==> config.mk <==
export PLATFORM = sky130hd
export DESIGN_NAME = hh_counter24
export DESIGN_NICKNAME = d
export VERILOG_FILES = /design/src/rtl/hh_counter24.sv
export SDC_FILE = /design/constraint.sdc
export NUM_CORES = 1
export LEC_CHECK = 0
export CAP_MARGIN = 40
export CORE_UTILIZATION = 48
export DETAILED_ROUTE_END_ITERATION = 12
export PLACE_DENSITY = 0.75
export SLEW_MARGIN = 0
export SYNTH_ARGS = -nofsm -noshare
export SYNTH_HDL_FRONTEND = slang
export SYNTH_SLANG_ARGS = --single-unit
==> constraint.sdc <==
create_clock -name ck -period 1.95 [get_ports ck]
set_input_delay 0.195 -clock ck [delete_from_list [all_inputs] [get_ports ck]]
set_output_delay 0.195 -clock ck [all_outputs]
set_load 0.02 [all_outputs]
==> src/rtl/hh_counter24.sv <==
// Two independent modulo-24 BCD hour registers (clock and alarm) with display
// mux, day-rollover pulse and alarm-hour match detection.
module hh_counter24 #(
  parameter int CLK_INIT = 0,
  parameter int ALM_INIT = 7
) (
  input  logic       ck,
  input  logic       reset,
  input  logic       up_clock24,
  input  logic       up_alarm24,
  input  logic       clock_alarm,
  output logic [7:0] clk_hh,
  output logic [7:0] alm_hh,
  output logic [7:0] disp_hh,
  output logic       carry_day,
  output logic       hh_match,
  output logic       match_rise
);

  localparam logic [7:0] CLK_RST = 8'(((CLK_INIT / 10) * 16) + (CLK_INIT % 10));
  localparam logic [7:0] ALM_RST = 8'(((ALM_INIT / 10) * 16) + (ALM_INIT % 10));
  localparam logic [7:0] HH_LAST = 8'h23;

  // Next BCD hour. 23 and every illegal code (24..29, tens > 2, units > 9)
  // share one path to 00, so an upset value self-heals on the next increment.
  function automatic logic [7:0] bcd_inc(input logic [7:0] h);
    logic [3:0] tens;
    logic [3:0] units;
    tens  = h[7:4];
    units = h[3:0];
    if (tens > 4'd2 || units > 4'd9 || (tens == 4'd2 && units >= 4'd3))
      return 8'h00;
    else if (units == 4'd9)
      return {tens + 4'd1, 4'd0};
    else
      return {tens, units + 4'd1};
  endfunction

  logic [7:0] clk_next;
  logic [7:0] alm_next;
  logic       match_prev;

  always_comb begin
    clk_next = up_clock24 ? bcd_inc(clk_hh) : clk_hh;
    alm_next = up_alarm24 ? bcd_inc(alm_hh) : alm_hh;
  end

  // NOTE: state registers use non-blocking assignments so every flop samples
  // pre-edge values; carry_day below relies on seeing the old clk_hh.
  always_ff @(posedge ck or negedge reset) begin
    if (!reset) begin
      clk_hh    <= CLK_RST;
      carry_day <= 1'b0;
    end else begin
      clk_hh    <= clk_next;
      carry_day <= up_clock24 && (clk_hh == HH_LAST);
    end
  end

  always_ff @(posedge ck or negedge reset) begin
    if (!reset) alm_hh <= ALM_RST;
    else        alm_hh <= alm_next;
  end

  // History resets to 1 so an equal pair out of reset is not reported as a rise.
  always_ff @(posedge ck or negedge reset) begin
    if (!reset) begin
      match_prev <= 1'b1;
      match_rise <= 1'b0;
    end else begin
      match_prev <= hh_match;
      match_rise <= hh_match && !match_prev;
    end
  end

  assign hh_match = (clk_hh == alm_hh);
  assign disp_hh  = clock_alarm ? clk_hh : alm_hh;

endmodule

After elaboration in Yosys (flattened, before gate mapping). Cells that the tools add are included.

Bits in writable memories: 0. Flip-flop bits (word level): 19. Bits in latches: 0. Bits in read-only memories: 0. Memories kept: 0.

Reductions and logical operators: 13. Add/sub/neg operators: 4. Divide/modulo/power cells: 0. $mul: 0. Bitwise operators: 0. Equality and inequality tests: 6. Magnitude comparators: 6. Mux-type cells: 5. Shift operators: 0.

Operators with widths (number): two-way mux 8 bit (5); adder 4 x 1 -> 4 bit (second input constant) (4); equality test 4 x 2 -> 1 bit (second input constant) (2); equality test 4 bit (second input constant) (2); equality test 8 x 6 -> 1 bit (second input constant) (1); equality test 8 bit (1); >= comparator 4 x 2 -> 1 bit (second input constant) (2); > comparator 4 x 2 -> 1 bit (second input constant) (2); > comparator 4 bit (second input constant) (2); logical AND 1 bit (4); logical OR 1 bit (4); AND reduction 2 bit (2); nonzero test 2 bit (2); zero test 1 bit (1).

Logic depth before layout (Yosys ltp). Gate-level depths: netlist (run 1).

Word-level depth: 5. Depth in mapped cells: 6. Gate-level depth less buffers: 6.

Worst setup path after synthesis (run 1). Ideal clock, no wire load.

Path kind: register to output. Start: register alm_hh[1]. End: output port disp_hh[1]. Cell stages (with the launch flop): 4. Data arrival time: 1350 ps. Path slack: 405 ps. Cells stage by stage: dfstp_2 > buf_2 > inv_1 > o21ai_0.

Word-level cells in the longest chain between the ends: 1.

Ends and longest elaborated chain: start, declared (RTL line 13) `output logic [7:0] alm_hh,`; start signal, assigned (RTL line 62) `else alm_hh <= alm_next;`; two-way mux 8 bit (RTL line 77) `assign disp_hh = clock_alarm ? clk_hh : alm_hh;`; end, declared (RTL line 14) `output logic [7:0] disp_hh,`.

Every way passes these cells.

Worst setup path in the final report (run 1).
Start: register alm_hh[3]. End: output port disp_hh[3].

The elaborated chain is that of the path after synthesis.

==> metrics, run 1 <==
Worst-Margin Slew=342.8 ps; largest net degree at the start of global routing=20; clk_skew=10.30 ps; worst hold path class=input port to asynchronous set/reset pin; CTS Sinks=19; Inserted Clock Buffers=3; Power Dens Cells=1544 mW/mm2; final setup TNS=0 ps; CP max FO=9; IO buf count=31; vias in the first global route=1011; IO Count=32; Post-synth top cells=dfrtp_1, nand2_1, inv_1, o21ai_0, xnor2_1; Hold Slack=222.9 ps; fmax=532.1 MHz; RSZ-0062 raised after global routing=no; First DRT Iteration DRCs=21; crit share post-route=96.38%; Diodes inserted=0; global-route wire length before repair=4636 um; area of placed instances=0.001597 mm2; Die Y=52.13 um; Initial Util=52.51%; CTS root buf=clkbuf_4; status=complete, no violations; routability cong.=0.8680; register area share after synthesis=39.83%; Required @ worst endpoint=1750 ps; Reg clk slew, reported paths=120 ps; max-slew violations=0; P_leak=0.7394 nW; kind of cell adding the most delay to the critical path=buffers and inverters; number of flops mapped to enable cells by yosys=0; initial antenna violation count=0; CTS Hold Buffers Added=0; core area=0.002297 mm2; Syn Area/Cell=9.423 um2; slowest CP cell=clkdlybuf4s50_1; design area=0.001637 mm2; Site Rows=17; CP endpoint kind=output port; area share of the largest cell type after synthesis=31.12%; cell taking the most area after synthesis=dfrtp_1; Via-to-Cell Ratio=5.553; Worst Path Buf+Inv=2; Synth area leaders=dfrtp_1, dfstp_2, xnor2_1; post-DR wirelength/cell=14.61 um; Clock Tree Buf Depth=2; Slew headroom=77.09%; flop and latch count out of synthesis=19; area delta synth->final=35.68%; Synth Cell Area=0.001206 mm2; # setup viols final=0; Post-Synthesis Cells=128; # DRC=0; top_reg_cell synth=dfrtp_1; post-synthesis async set-or-reset flop share=100.0%; DR pass1 iterations=4; Power, Total=2.526 mW; Routed WL=2879 um; most numerous cell in the Yosys netlist=dfrtp_1; H-Tree Depth=1; detailed placement HPWL=2159 um; TritonCTS clock tree=yes; Via Count=1094; placed instance count=191; Post-DRT Antenna Nets=0; critical path arrival=1680 ps; maxcap violations=0; gr usage total=23.04%; Crit path largest cell delay=540 ps; Horiz. Die Dim=52.13 um; Yosys cell types=39; Finished Core Util=71.24%; Finished Layout Cells=197; Nets=179; FILL cells=190; total gr overflow=0; Mapped Nets=137; Setup WS post-layout=70.65 ps; Post-Place Worst Slack=30.22 ps; Final Critical Period=1879 ps; Worst-Skew Late Latency=290 ps; crit path launch type=register; Max VDD drop=0.9021 mV; Ys Warns=0; crit path cell chain=buf_4 -> mux2_2 -> clkdlybuf4s50_1; Die ar.=0.002718 mm2; Hold Fails Final Rpt=0; share of cells above drive strength 1=20.12%; CP Class=register to output port
## repair_timing
action | 4_1_cts | 5_1_grt
gates resized for setup | 3 | 4
pin swaps | 0 | 0
buffers inserted | 0 | 2
setup endpoints to repair | 3 | 3
## sequential cells by signal (all words and copies together) (netlist names)
| signal | count |
|---|---|
| match_prev | 1 |
| clk_hh | 8 |
| match_rise | 1 |
| alm_hh | 8 |
| carry_day | 1 |
## layout make-up
class	instances	area [um2]	share of cell area (%)
Tap cell	28	35.03	2.141
Clock buffer	3	22.52	1.376
Timing Repair Buffer	46	420.4	25.69
Sequential cell	19	480.5	29.36
Inverter	10	37.54	2.294
Multi-Input combinational cell	90	635.6	38.84
Clock inverter	1	5.005	0.3058
## cell usage in the layout (no fill, tap or decap), drive strengths merged, types with 4 or more instances in the layout
master         Yosys  layout
a21oi              5       5
buf                8      15
clkbuf             1       4
clkdlybuf4s50      0      26
dfrtp             15      15
dfstp              4       4
ha                 4       4
inv               10      10
nand2             12      12
nor2               6       6
nor3               4       4
o21ai             10      10
o22ai              5       5
xnor2              8       8
## cell families after synthesis
kind of cell,after synthesis,share of synthesized area [%]
XOR/XNOR,9,6.536
AND/OR/NAND/NOR,40,18.57
buffers and inverters,19,7.469
adder cells (fa/ha/maj),4,4.150
AO/OA/AOI/OAI,32,18.98
multiplexers,5,4.460
flip-flops,19,39.83
## worst paths after layout
kind | start | depth (start not counted) | slack (ps) | endpoint
worst max-delay path | alm_hh[3] | 3 | 70 | disp_hh[3]
worst min-delay path | reset | 2 | 220 | alm_hh[3]
worst max register to register | alm_hh[1] | 5 | 370 | alm_hh[5]
worst min register to register | match_prev | 1 | 610 | match_rise
max in group asynchronous | reset | 2 | 1460 | match_prev
min in group ck | up_alarm24 | 3 | 600 | alm_hh[3]
## layer usage
layer  vias to the layer above  part of all wire [%]  global-route usage (%)
met5                         -                     0                       0
met4                         0                  0.52                   6.579
met3                         2                   4.9                   3.509
met2                        32                    45                   36.54
met1                       529                    49                   32.47
li1                        531                     -                       -
## power breakdown
part	total, mW	switching (mW)	internal, mW
Combinational	1.67	0.910	0.756
Clock	0.198	0.122	0.0762
Sequential	0.663	0.120	0.542
Total	2.53	1.15	1.37
Power figures use the tool's default switching activity.
==> inputs of run 2 (changes only) <==
==> constraint.sdc (replaced) <==
create_clock -name ck -period 2 [get_ports ck]
set_input_delay 0.2 -clock ck [delete_from_list [all_inputs] [get_ports ck]]
set_output_delay 0.2 -clock ck [all_outputs]
set_load 0.02 [all_outputs]
==> run 2 against run 1 <==
Global-route usage grew 1.5 points. Design area fell by 1.8%. Final cell count down 1.5%. Clock power rose by 3%.
==> metrics, run 2 (synthesized netlist as in run 1, its figures left out) <==
status=complete, no violations (unchanged); core area=0.002297 mm2 (unchanged); P_leak=0.6973 nW (was 0.7394 nW); IO Count=32 (unchanged); Setup WS post-layout=94.70 ps (was 70.65 ps); Die ar.=0.002718 mm2 (unchanged); Horiz. Die Dim=52.13 um (unchanged); Required @ worst endpoint=1800 ps (was 1750 ps); Slew headroom=75.19% (was 77.09%); fmax=524.9 MHz; sw power=1.119 mW (was 1.152 mW); Initial Util=52.51% (unchanged); global-route wire length before repair=4912 um (was 4636 um); Power, Total=2.422 mW (was 2.526 mW); CP endpoint kind=output port (unchanged); RSZ-0062 raised after global routing=no (unchanged); largest registers=alm_hh (8), clk_hh (8) (unchanged); Internal=1.304 mW (was 1.375 mW); maxcap violations=0 (unchanged); Clock Tree Buf Depth=2 (unchanged); First DRT Iteration DRCs=39 (was 21); Inserted Clock Buffers=3 (unchanged); Clk pwr share=8.4% (was 7.8%); Reg clk slew, reported paths=120 ps (about the same); clk_skew=9.261 ps (was 10.30 ps); CTS root buf=clkbuf_4 (unchanged); detailed placement HPWL=2058 um (was 2159 um); final setup TNS=0 ps (unchanged); Final Critical Period=1905 ps; routability cong.=0.8432 (was 0.8680); crit path cell chain=clkdlybuf4s50_1 -> buf_4 -> nand2_1 -> o21ai_0 -> clkdlybuf4s50_1 (was buf_4 -> mux2_2 -> clkdlybuf4s50_1); post-DR wirelength/cell=14.73 um (was 14.61 um); initial antenna violation count=0 (unchanged); Nets=176 (was 179); DR pass1 iterations=5 (was 4); most frequent CP cell=clkdlybuf4s50_1; area delta synth->final=33.30% (was 35.68%); CTS Hold Buffers Added=0 (unchanged); # DRC=0 (unchanged); Diodes inserted=0 (unchanged); switching part of the total power=46.19% (was 45.59%); max-slew violations=0 (unchanged); Worst-Margin Slew=371.1 ps (was 342.8 ps); commonest cells after routing, fill and taps aside=clkdlybuf4s50_1, dfrtp_1, nand2_1, buf_4 (was clkdlybuf4s50_1, dfrtp_1, buf_4); worst hold path class=input port to asynchronous set/reset pin (unchanged); CP startpoint=clock_alarm (was alm_hh[3]); crit path launch type=input port (was register); Post-Place Worst Slack=101.2 ps (was 30.22 ps); CP max FO=10 (was 9); Power Dens Cells=1507 mW/mm2 (was 1544 mW/mm2); commonest non-fill, non-tap cell in the layout=clkdlybuf4s50_1 (unchanged); vias in the first global route=1093 (was 1011); critical path arrival=1710 ps (was 1680 ps); CTS Sinks=19 (unchanged); TritonCTS clock tree=yes (unchanged); Worst-Skew Late Latency=300 ps (was 290 ps); Hold Fails Final Rpt=0 (unchanged); Routed WL=2858 um (was 2879 um); slowest CP cell=clkdlybuf4s50_1 (unchanged); # setup viols final=0 (unchanged); crit share post-route=95.26%; Max VDD drop=0.8674 mV (was 0.9021 mV); H-Tree Depth=1 (unchanged); IO buf count=31 (unchanged); Via Count=1087 (was 1094); Die Y=52.13 um (unchanged); Crit path largest cell delay=630 ps (was 540 ps); Via-to-Cell Ratio=5.603 (was 5.553); Site Rows=17 (unchanged); CP Class=input port to output port (was register to output port); power share of the sequential group=28.5% (was 26.2%); combinational share of power=63.1% (was 65.9%); largest net degree at the start of global routing=20 (unchanged); share of cells above drive strength 1=18.67% (was 20.12%); gr usage total=24.58% (was 23.04%); Post-DRT Antenna Nets=0 (unchanged); total gr overflow=0 (unchanged); worst r2r src=alm_hh[4] (was alm_hh[1])
## run 2: cell types whose count changed in the layout (fill, tap and decap cells not counted), sizes merged
cell	change
dlygate4sd2	+1
clkdlybuf4s50	+1
dlymetal6s2s	-2
buf	-3
## run 2: cell type report
cell class	instances	area, um2
timing repair buffer	43	391.6
multi-input combinational	90	635.6
fill	209	689.4
sequential	19	480.5
inverter	10	37.54
tap	28	35.03
clock buffer	3	22.52
clock inverter	1	5.005
## run 2: through the flow
step,hold WS [ps],instances,area [um2],util (%)
floorplan,-95.59,128,1206,-
CTS,224.8,192,1597,69.50
finish,209.5,194,1608,69.99
global placement,558.3,188,1574,68.52
detailed placement,563.2,188,1574,68.52
global route,264.6,194,1608,69.99
## run 2: routing by layer
layer | track usage, % | vias up | part of all wire, %
li1 | - | 523 | -
met1 | 34.62 | 524 | 50
met2 | 38.03 | 36 | 44
met3 | 4.094 | 4 | 5.2
met4 | 8.333 | 0 | 0.87
met5 | 0 | - | 0
## run 2: final timing paths
path | endpoint | slack, ps | cells past startpoint
min in group ck | clk_hh[0] | 560 | 3
hold / removal | match_rise | 210 | 2
setup reg to reg | alm_hh[3] | 400 | 6
hold reg to reg | match_prev | 580 | 3
setup / recovery | disp_hh[4] | 90 | 5
max in group asynchronous | alm_hh[0] | 1510 | 2
## run 2: critical path, delay by kind of cell
| kind | cells | cell delay (ps) |
|---|---|---|
| buffers and inverters | 3 | 1370 |
| AO/OA/AOI/OAI | 1 | 80 |
| AND/OR/NAND/NOR | 1 | 60 |
## run 2: power by group through the flow
stage	registers [mW]	logic (mW)	clock network [mW]
after global placement	0.696	1.49	0
after floorplan	0.766	0.903	0
after CTS	0.696	1.50	0.207
after detailed placement	0.701	1.51	0
final	0.689	1.53	0.204
after global routing	0.711	1.66	0.219
## run 2: what timing repair did
action                                  4_1_cts  5_1_grt
endpoints found under the setup margin        4        1
gates cloned                                  0        0
setup buffers                                 0        2
resized for setup                             4        2
==> inputs of run 3 (changes only) <==
--- a/config.mk
+++ b/config.mk
@@ -6,9 +6,9 @@
 export NUM_CORES = 1
 export LEC_CHECK = 0
 export CAP_MARGIN = 40
-export CORE_UTILIZATION = 48
+export CORE_UTILIZATION = 50
 export DETAILED_ROUTE_END_ITERATION = 12
-export PLACE_DENSITY = 0.75
+export PLACE_DENSITY = 0.78
 export SLEW_MARGIN = 0
 export SYNTH_ARGS = -nofsm -noshare
 export SYNTH_HDL_FRONTEND = slang
==> constraint.sdc (replaced) <==
create_clock -name ck -period 2.3 [get_ports ck]
set_input_delay 0.23 -clock ck [delete_from_list [all_inputs] [get_ports ck]]
set_output_delay 0.23 -clock ck [all_outputs]
set_load 0.02 [all_outputs]
==> run 3 against run 2 <==
First-iteration DRC count decreased by 46%. Utilization decreased by 0.073 points. Critical path depth decreased by 2. Sequential power decreased by 7.3%. Global-route usage decreased by 0.37 points. Sequential share of layout area increased by 0.89 points. Non-clock buffer count decreased by 7. Critical path type is now register to output port. Largest cell class unchanged. Largest power group unchanged.
==> metrics, run 3 (synthesized netlist as in run 1, its figures left out) <==
post-CTS setup buffer count=0 (unchanged); Finished Layout Cells=187 (was 194); Crit path largest cell delay=670 ps (was 630 ps); Setup WS post-layout=176.6 ps (was 94.70 ps); Via Count=1050 (was 1087); Power, Total=2.061 mW (was 2.422 mW); Worst-Skew Late Latency=300 ps (about the same); Initial Util=54.01% (was 52.51%); area delta synth->final=29.46% (was 33.30%); DR pass1 iterations=4 (was 5); Hold Fails Final Rpt=0 (unchanged); Final Critical Period=2123 ps; max-slew violations=0 (unchanged); total gr overflow=0 (unchanged); Hold Slack=247.0 ps (was 209.5 ps); CTS resizes=1 (was 4); Max VDD drop=1.058 mV (was 0.8674 mV); Reg clk slew, reported paths=110 ps (was 120 ps); core area=0.002233 mm2 (was 0.002297 mm2); Routed WL=2760 um (was 2858 um); CP Class=register to output port (was input port to output port); crit share post-route=92.32%; largest net degree at the start of global routing=20 (unchanged); Die ar.=0.002613 mm2 (was 0.002718 mm2); routability cong.=0.8432 (unchanged); Worst-Margin Slew=410.4 ps (was 371.1 ps); maxcap violations=0 (unchanged); Finished Core Util=69.92% (was 69.99%); detailed placement HPWL=2080 um (was 2058 um); power share of the sequential group=31.0% (was 28.5%); TritonCTS clock tree=yes (unchanged); FILL cells=181 (was 209); placed instance count=183 (was 188); worst hold path class=input port to asynchronous set/reset pin (unchanged); First DRT Iteration DRCs=21 (was 39); commonest cells after routing, fill and taps aside=clkdlybuf4s50_1, dfrtp_1, nand2_1 (was clkdlybuf4s50_1, dfrtp_1, nand2_1, buf_4); combinational share of power=60.6% (was 63.1%); # setup viols final=0 (unchanged); Diodes inserted=0 (unchanged); Internal=1.111 mW (was 1.304 mW); crit path launch type=register (was input port); critical path arrival=1890 ps (was 1710 ps); gr usage total=24.21% (was 24.58%); switching part of the total power=46.10% (was 46.19%); crit path cell chain=inv_1 -> o21ai_0 -> clkdlybuf4s50_1 (was clkdlybuf4s50_1 -> buf_4 -> nand2_1 -> o21ai_0 -> clkdlybuf4s50_1); Clock Tree Buf Depth=2 (unchanged); fmax=470.9 MHz; RSZ-0062 raised after global routing=no (unchanged); global-route wire length before repair=4533 um (was 4912 um); status=complete, no violations (unchanged); CTS Sinks=19 (unchanged); largest registers=alm_hh (8), clk_hh (8) (unchanged); Via-to-Cell Ratio=5.615 (was 5.603); clk_skew=0.9881 ps (was 9.261 ps); Clk pwr share=8.4% (about the same); H-Tree Depth=1 (unchanged); Power Dens Cells=1320 mW/mm2 (was 1507 mW/mm2); Die Y=51.12 um (was 52.13 um); Inserted Clock Buffers=3 (unchanged); share of cells above drive strength 1=13.84% (was 18.67%); Post-DRT Antenna Nets=0 (unchanged); Post-Place Worst Slack=207.2 ps (was 101.2 ps); CP max FO=10 (unchanged); initial antenna violation count=0 (unchanged); final setup TNS=0 ps (unchanged); # DRC=0 (unchanged); sw power=0.9501 mW (was 1.119 mW); post-DR wirelength/cell=14.76 um (was 14.73 um); CTS Hold Buffers Added=0 (unchanged); vias in the first global route=972 (was 1093); Horiz. Die Dim=51.12 um (was 52.13 um); IO Count=32 (unchanged); slowest CP cell=dfstp_2 (was clkdlybuf4s50_1); Slew headroom=72.55% (was 75.19%); P_leak=0.6562 nW (was 0.6973 nW); commonest non-fill, non-tap cell in the layout=clkdlybuf4s50_1 (unchanged); Nets=169 (was 176); design area=0.001562 mm2 (was 0.001608 mm2); CP endpoint kind=output port (unchanged); IO buf count=31 (unchanged); area of placed instances=0.001536 mm2 (was 0.001574 mm2); CTS root buf=clkbuf_4 (unchanged); Required @ worst endpoint=2070 ps (was 1800 ps); Site Rows=17 (unchanged)
==> run 3: changes by cell type in the layout (fill, tap and decap cells not counted) <==
cell / change
clkinv_2: -1
buf_4: -7
clkbuf_1: +1
clkbuf_2: -1
clkdlybuf4s50_1: +3
dlygate4sd2_1: -2
==> run 3: critical path: cells and delay by family, from the launching register on <==
kind	cells	cell delay (ps)
compound gates	1	180
buf+inv	2	750
flops	1	670
==> run 3: power groups by stage <==
stage          sequential, mW  clock (mW)  combinational (mW)
3_5_place_dp            0.640           0                1.26
4_1_cts                 0.635       0.179                1.26
3_3_place_gp            0.631           0                1.23
6_report                0.639       0.173                1.25
5_1_grt                 0.659       0.187                1.36
2_1_floorplan           0.666           0               0.785
==> run 3: area by class of cell <==
class	instances	area, um2	share of cell area [%]
clock buffers	4	26.28	1.683
inverters	10	37.54	2.404
multi-input cells	90	635.6	40.71
flip-flops and latches	19	480.5	30.77
well taps	28	35.03	2.244
repair buffers	36	346.6	22.20
==> run 3: worst paths after layout <==
path / start / slack, ps / end / cells past startpoint
max: alm_hh[1] / 180 / disp_hh[1] / 3
min: reset / 250 / clk_hh[0] / 2
max reg2reg: alm_hh[4] / 720 / alm_hh[3] / 6
min reg2reg: match_prev / 610 / match_rise / 1
max in group asynchronous: reset / 1790 / match_prev / 2
min in group ck: match_prev / 610 / match_rise / 1
==> run 3: metal layers <==
metal,global-route usage (%),share of wire (%),up-vias,wire [um]
met5,0,0,-,0
li1,-,-,509,-
met3,2.679,3.6,4,100
met2,41.23,51,31,1399
met1,30.45,44,506,1224
met4,11.11,1.3,0,36
